--- src/rtl/adder_operand_loader_if.sv ---
// Word-stream input and operand-set output of the 128-bit adder operand loader.
// master = word source / operand consumer side, slave = the loader itself.
interface adder_operand_loader_if #(
    parameter int WORD_W = 32,
    parameter int OPW    = 128
);
    logic [WORD_W-1:0] in_data;
    logic              in_valid;
    logic              in_first;
    logic              in_cin;
    logic              in_ready;
    logic [OPW-1:0]    din_one;
    logic [OPW-1:0]    din_two;
    logic              cin;
    logic              out_valid;
    logic              out_ready;
    logic              sync_err;

    modport master (
        output in_data, in_valid, in_first, in_cin, out_ready,
        input  in_ready, din_one, din_two, cin, out_valid, sync_err
    );

    modport slave (
        input  in_data, in_valid, in_first, in_cin, out_ready,
        output in_ready, din_one, din_two, cin, out_valid, sync_err
    );
endinterface

--- src/rtl/adder_operand_loader.sv ---
// Assembles operands A and B from a framed, LS-word-first word stream and
// holds them, with the carry-in, until the downstream adder takes the set.
module adder_operand_loader #(
    parameter int WORD_W = 32,
    parameter int OPW    = 128
) (
    input  logic                   clk,
    input  logic                   rst_n,
    adder_operand_loader_if.slave  bus
);
    typedef enum logic [1:0] {
        LOAD_A,
        LOAD_B,
        HOLD
    } state_t;

    localparam int BEATS = OPW / WORD_W;
    localparam int CNT_W = (BEATS > 1) ? $clog2(BEATS) : 1;
    localparam logic [CNT_W-1:0] LAST_BEAT = CNT_W'(BEATS - 1);

    // A framed word 0 completes operand A outright when an operand is one word wide.
    localparam logic [CNT_W-1:0] CNT_AFTER_FIRST   = (BEATS > 1) ? CNT_W'(1) : '0;
    localparam state_t           STATE_AFTER_FIRST = (BEATS > 1) ? LOAD_A : LOAD_B;

    state_t           state;
    logic [CNT_W-1:0] cnt;

    assign bus.in_ready = (state != HOLD);

    // NOTE: all state uses non-blocking assignments so every register samples
    // pre-edge values; operand registers are reset too so outputs start at zero.
    always_ff @(posedge clk) begin
        if (!rst_n) begin
            state         <= LOAD_A;
            cnt           <= '0;
            bus.din_one   <= '0;
            bus.din_two   <= '0;
            bus.cin       <= 1'b0;
            bus.out_valid <= 1'b0;
            bus.sync_err  <= 1'b0;
        end else begin
            bus.sync_err <= 1'b0;
            unique case (state)
                LOAD_A: begin
                    if (bus.in_valid) begin
                        if (bus.in_first) begin
                            // A frame start while mid-operand is a restart and a framing error.
                            bus.din_one[WORD_W-1:0] <= bus.in_data;
                            cnt                     <= CNT_AFTER_FIRST;
                            state                   <= STATE_AFTER_FIRST;
                            bus.sync_err            <= (cnt != '0);
                        end else if (cnt == '0) begin
                            bus.sync_err <= 1'b1;
                        end else begin
                            bus.din_one[cnt*WORD_W +: WORD_W] <= bus.in_data;
                            if (cnt == LAST_BEAT) begin
                                cnt   <= '0;
                                state <= LOAD_B;
                            end else begin
                                cnt <= cnt + CNT_W'(1);
                            end
                        end
                    end
                end

                LOAD_B: begin
                    if (bus.in_valid) begin
                        if (bus.in_first) begin
                            bus.din_one[WORD_W-1:0] <= bus.in_data;
                            cnt                     <= CNT_AFTER_FIRST;
                            state                   <= STATE_AFTER_FIRST;
                            bus.sync_err            <= 1'b1;
                        end else begin
                            bus.din_two[cnt*WORD_W +: WORD_W] <= bus.in_data;
                            if (cnt == LAST_BEAT) begin
                                bus.cin       <= bus.in_cin;
                                bus.out_valid <= 1'b1;
                                cnt           <= '0;
                                state         <= HOLD;
                            end else begin
                                cnt <= cnt + CNT_W'(1);
                            end
                        end
                    end
                end

                HOLD: begin
                    if (bus.out_ready) begin
                        bus.out_valid <= 1'b0;
                        cnt           <= '0;
                        state         <= LOAD_A;
                    end
                end

                default: begin
                    state <= LOAD_A;
                    cnt   <= '0;
                end
            endcase
        end
    end
endmodule
--- src/flat_wrapper.sv ---
// flat-port wrapper written by rule: the top's interface ports become plain ports
module adder_operand_loader_flat 
#(
    parameter int WORD_W = 32,
    parameter int OPW    = 128
)
  (clk, rst_n, bus_in_data, bus_in_valid, bus_in_first, bus_in_cin, bus_out_ready, bus_in_ready, bus_din_one, bus_din_two, bus_cin, bus_out_valid, bus_sync_err);
  adder_operand_loader_if #(.WORD_W(WORD_W), .OPW(OPW)) bus_i ();
  input  logic clk;
  input  logic rst_n;
  input wire logic [$bits(bus_i.in_data)-1:0] bus_in_data;
  input wire logic [$bits(bus_i.in_valid)-1:0] bus_in_valid;
  input wire logic [$bits(bus_i.in_first)-1:0] bus_in_first;
  input wire logic [$bits(bus_i.in_cin)-1:0] bus_in_cin;
  input wire logic [$bits(bus_i.out_ready)-1:0] bus_out_ready;
  output wire logic [$bits(bus_i.in_ready)-1:0] bus_in_ready;
  output wire logic [$bits(bus_i.din_one)-1:0] bus_din_one;
  output wire logic [$bits(bus_i.din_two)-1:0] bus_din_two;
  output wire logic [$bits(bus_i.cin)-1:0] bus_cin;
  output wire logic [$bits(bus_i.out_valid)-1:0] bus_out_valid;
  output wire logic [$bits(bus_i.sync_err)-1:0] bus_sync_err;
  assign bus_i.in_data = bus_in_data;
  assign bus_i.in_valid = bus_in_valid;
  assign bus_i.in_first = bus_in_first;
  assign bus_i.in_cin = bus_in_cin;
  assign bus_i.out_ready = bus_out_ready;
  assign bus_in_ready = bus_i.in_ready;
  assign bus_din_one = bus_i.din_one;
  assign bus_din_two = bus_i.din_two;
  assign bus_cin = bus_i.cin;
  assign bus_out_valid = bus_i.out_valid;
  assign bus_sync_err = bus_i.sync_err;
  adder_operand_loader #(.WORD_W(WORD_W), .OPW(OPW)) u_core (.clk(clk), .rst_n(rst_n), .bus(bus_i));
endmodule
--- config.mk ---
export PLATFORM = sky130hd
export DESIGN_NAME = adder_operand_loader_flat
export DESIGN_NICKNAME = d
export VERILOG_FILES = /design/src/rtl/adder_operand_loader_if.sv /design/src/rtl/adder_operand_loader.sv /design/src/flat_wrapper.sv
export SDC_FILE = /design/constraint.sdc
export NUM_CORES = 1
export LEC_CHECK = 0
export CORE_MARGIN = 2
export CORE_UTILIZATION = 52
export DETAILED_ROUTE_END_ITERATION = 8
export PLACE_DENSITY = 0.84
export SYNTH_ARGS = -nofsm -noshare
export SYNTH_HDL_FRONTEND = slang
export SYNTH_SLANG_ARGS = --single-unit
export TNS_END_PERCENT = 10
--- constraint.sdc ---
create_clock -name clk -period 4.1 [get_ports clk]
set_input_delay 0.82 -clock clk [delete_from_list [all_inputs] [get_ports clk]]
set_output_delay 0.82 -clock clk [all_outputs]
set_load 0.01 [all_outputs]
Yosys cells after proc, flatten, opt, wreduce, memory -nomap -nowiden
Index checks and enable logic that the tools add are counted.
{"block": "classes", "addsub": 2, "n_eq_ne": 13, "shifts": 2, "muxes": 35, "n_bitwise": 2, "reduce_logical": 12}
{"operator": "$bwmux 128", "n": 2}
{"operator": "$mux 32", "n": 5}
{"operator": "$shift 32x34->128 const A", "n": 1}
{"operator": "$shiftx 32x34->128", "n": 1}
{"operator": "$pmux 32 s2", "n": 1}
{"operator": "$neg 7->34", "n": 1}
{"operator": "$mux 2", "n": 14}
{"operator": "$ne 2x2->1 const B", "n": 6}
{"operator": "$pmux 2 s3", "n": 2}
{"operator": "$reduce_and 4->1", "n": 3}
{"operator": "$reduce_and 5->1", "n": 2}
{"operator": "$mux 1", "n": 9}
{"operator": "$ne 3x2->1 const B", "n": 2}
{"operator": "$reduce_and 6->1", "n": 1}
{"operator": "$reduce_bool 2->1", "n": 3}
{"operator": "$eq 2x2->1 const B", "n": 2}
{"operator": "$logic_not 2->1", "n": 2}
{"operator": "$pmux 1 s2", "n": 2}
{"operator": "$ne 3x3->1 const B", "n": 1}
{"operator": "$reduce_and 3->1", "n": 1}
{"operator": "$add 2x1->2 const B", "n": 1}
{"operator": "$eq 2x1->1 const B", "n": 1}
{"operator": "$ne 2x1->1 const B", "n": 1}
{"operator": "$not 1->1", "n": 2}
{"block": "totals", "regBits": 263, "in_bits": 38}

Longest topological paths before layout
{"block": "depth", "word_depth": 7, "mapped_depth": 9, "depth_no_buf": 8}

Worst setup path after synthesis
Ideal clock, no wire load.
{"block": "synth_path", "path_kind": "input port to flip-flop", "startpoint": "in bus_in_first", "endpoint": "reg u_core.bus.din_one[68]", "setup_time_ps": 74, "arrival_ps": 1997, "slack_ps": 2029, "cell_stages": 8, "n_path_buf": 2, "path_cell_list": "buf_6 inv_1 ha_1 and4bb_2 nand2_1 clkbuf_1 nand3_1 o21ai_0"}
{"block": "synth_via", "elab_chain_len": 2}
{"item": "from (decl)", "line": "flat_wrapper.sv:13", "rtl": "input wire logic [$bits(bus_i.in_first)-1:0] bus_in_first;"}
{"item": "$not 1->1 (no line)"}
{"item": "$reduce_and 4->1 (no line)"}
{"item": "to (signal, indexed assignment)", "line": "adder_operand_loader.sv:48", "rtl": "bus.din_one[WORD_W-1:0] <= bus.in_data;"}
{"item": "to (signal, indexed assignment)", "line": "adder_operand_loader.sv:55", "rtl": "bus.din_one[cnt*WORD_W +: WORD_W] <= bus.in_data;"}
{"item": "to (signal, indexed assignment)", "line": "adder_operand_loader.sv:69", "rtl": "bus.din_one[WORD_W-1:0] <= bus.in_data;"}
{"item": "to (decl)", "line": "adder_operand_loader_if.sv:26", "rtl": "output in_ready, din_one, din_two, cin, out_valid, sync_err"}
No other way between the ends.
A chain may end at the register's enable or synchronous reset.

Worst setup path after layout
{"block": "layout_path", "startpoint": "reg u_core.cnt[0]", "endpoint": "reg u_core.bus.din_one[18]"}
{"block": "layout_via", "elab_chain_len": 7, "elab_cells_between_ends": 11}
{"item": "from (decl)", "line": "adder_operand_loader.sv:26", "rtl": "logic [CNT_W-1:0] cnt;"}
{"item": "from (signal assigned)", "line": "adder_operand_loader.sv:60", "rtl": "cnt <= cnt + CNT_W'(1);"}
{"item": "from (signal assigned)", "line": "adder_operand_loader.sv:81", "rtl": "cnt <= cnt + CNT_W'(1);"}
{"item": "$neg 7->34", "line": "adder_operand_loader.sv:55"}
{"item": "$shiftx 32x34->128 or $shift 32x34->128 (tied branches)", "line": "adder_operand_loader.sv:55"}
{"item": "$bwmux 128", "line": "adder_operand_loader.sv:55"}
{"item": "$mux 32", "line": "adder_operand_loader.sv:52", "rtl": "end else if (cnt == '0) begin"}
{"item": "$mux 32", "line": "adder_operand_loader.sv:46", "rtl": "if (bus.in_first) begin"}
{"item": "$mux 32", "line": "adder_operand_loader.sv:45", "rtl": "if (bus.in_valid) begin"}
{"item": "$pmux 32 s2", "line": "adder_operand_loader.sv:43", "rtl": "unique case (state)"}
Several ways; a longest one is shown, not always the timed one. The select of a mux whose other input is x is not followed.

==> run metrics <==
CP arrival=3290 ps; Setup-failing EPs final=0; accumulated negative setup slack=0 ps; hold_buf cts=0; Worst Path Max Fanout=33; Mapped Nets=1296; Main synth FF type=dfxtp_1; DRT Pass-1 Iters=6; Antenna diodes=0; DP HPWL=21300 um; busiest layer in global routing=met2; GRT Total Usage=29.0%; Mapped Cells=1252; clock transition at the registers of the reported paths=60 ps; Synth area leader=dfxtp_1; GR Util met1=39.2%; WHS=450 ps; register area share after synthesis=50.2%; Fillers=1534; Synth area leaders=dfxtp_1 (50%), nand3_1 (18%), a21boi_1 (8.5%); Max clock buf depth=3; H-tree levels=1; R2R cell count=7; Starting Density=53.3%; global-route wire length before repair=50600 um; Max-Cap Viols=0; worst-margin pin slew=1150 ps; area grow syn2layout=35.4%; worst rel slew slack=23.5%; hold depth=2; commonest non-fill, non-tap cell in the layout=nand3_1; worst vdd ir=314 uV; CP Capture Type=flip-flop; global route overflow=0; Synth Register Bits=263; Slowest-stage cell, CP=a221o_2; DRT iter0 DRCs=715; Chip Height=146 um; Clock Tree Root=clkbuf_16; Max Clk Rate=0.351 GHz; CTS tree=done; CTS resizes=0; routed wire length=32600 um; core area=19700 um2; Ys Warns=0; port bufs=297; top-area cell type share of the netlist area=50.2%; initial antenna violation count=0; Core Rows=51; Horiz. Die Dim=146 um; status=finished clean; most frequent cells in the layout=nand3_1 (385), clkdlybuf4s50_1 (296), dfxtp_1 (263); clk_lat worst skew=540 ps; Worst Hold Class=reg -> reg; vias in the first global route=9191; CP startpoint kind=flip-flop; unrepaired setup endpoints after global routing=no; layout cells sized above 1=5.27%; Post-Syn Area=10500 um2; area of the multi-input gates=4420 um2; Final Critical Period=2850 ps; GP Congestion=0.873; M2 GR Usage=44.9%; Final Skew=9.02 ps; crit-path cells=inv_2, ha_1, nor3b_4, buf_4, a221o_2, nand3_1, o21ai_0; FF+latch area=5270 um2; DR WL/cell=18.9 um; CTS sink count=263; Crit Path Category=reg -> reg; pwr/cell area=405 nW/um2; # DRC=0; Post-synth EDFFs=0; Final Cycle Share=69.4%; Netlist cell types=33; die area=21300 um2; largest net degree at the start of global routing=130; fin. max-slew vios=0; Post-CTS Repair Setup Buffers=0; Layout Nets=1483; Ports=298; final hold violation count=0; cts bufs inserted=28; Post-synth ARST share=0%; Avg Synthesized Cell Area=8.37 um2; slowest cell delay on critical path=700 ps; Data required, critical path=4540 ps; routed vias/inst=5.74; Pleak=4.62 nW; M3 GR Usage=8.21%; Routed Antenna Nets=0; via count=9906
routing by layer:
layer	up-vias	share of wire, %
met5	-	0
met4	0	3.0
met3	73	10
met2	444	45
met1	4690	42
li1	4699	-
path summary, 6_finish.rpt:
kind	endpoint	slack, ps	from
worst min register to register	u_core.bus.din_two[25]	450	u_core.bus.din_two[25]
worst max-delay path	u_core.bus.din_one[18]	1250	u_core.cnt[0]
worst min-delay path	u_core.bus.din_two[25]	450	u_core.bus.din_two[25]
worst max register to register	u_core.bus.din_one[18]	1250	u_core.cnt[0]
synthesized netlist by cell type, drive strengths merged (3+ instances only):
master / number
ha: 6
mux2i: 3
and2: 4
nand2: 143
nand3: 385
buf: 85
nor2: 5
a21boi: 130
inv: 7
o21ai: 131
dfxtp: 263
clkbuf: 73
cell families after synthesis:
family,count (synthesis),share of synthesized area [%]
AND/OR/NAND/NOR,547,24.9
multiplexers,3,0.286
adder cells (fa/ha/maj),6,0.716
flip-flops,263,50.2
AO/OA/AOI/OAI,268,16.1
buffers and inverters,165,7.84
final cells by class:
cell class | count | area share [%]
inverters | 7 | 0.185
clock inverters | 10 | 1.30
clock buffers | 41 | 5.92
flip-flops and latches | 263 | 37.1
multi-input cells | 824 | 31.1
repair buffers | 315 | 22.0
well taps | 265 | 2.34
state kept, by name (all words and copies together) (netlist names):
| signal | flops |
|---|---|
| u_core.bus.din_one | 128 |
| u_core.bus.din_two | 128 |
| u_core.cnt | 2 |
| u_core.state | 2 |
| u_core.bus.cin | 1 |
| u_core.bus.out_valid | 1 |
| u_core.bus.sync_err | 1 |
report_power, final:
part | internal, W | switching (W)
clock | 0.00173 | 0.00104
sequential | 0.00258 | 0.0000145
combinational | 0.000132 | 0.000259
total | 0.00444 | 0.00131
metrics by stage:
stage	total power (W)	instances	cell area [um2]	utilization (%)	setup slack, ps
2_1_floorplan	0.00289	1252	10500	-	2030
3_3_place_gp	0.00302	1674	13200	67.0	1070
3_5_place_dp	0.00303	1674	13200	67.0	933
4_1_cts	0.00577	1725	14200	72.2	1260
5_1_grt	0.00591	1725	14200	72.2	1100
6_report	0.00575	1725	14200	72.2	1250
worst max-delay path: cells and delay by family (launching register included):
| family | cells | cell delay [ps] |
|---|---|---|
| AO/OA/AOI/OAI | 2 | 960 |
| flip-flops | 1 | 520 |
| AND/OR/NAND/NOR | 2 | 330 |
| adder cells (fa/ha/maj) | 1 | 420 |
| buffers and inverters | 2 | 500 |
No activity file was read; power rests on OpenSTA's default activity.
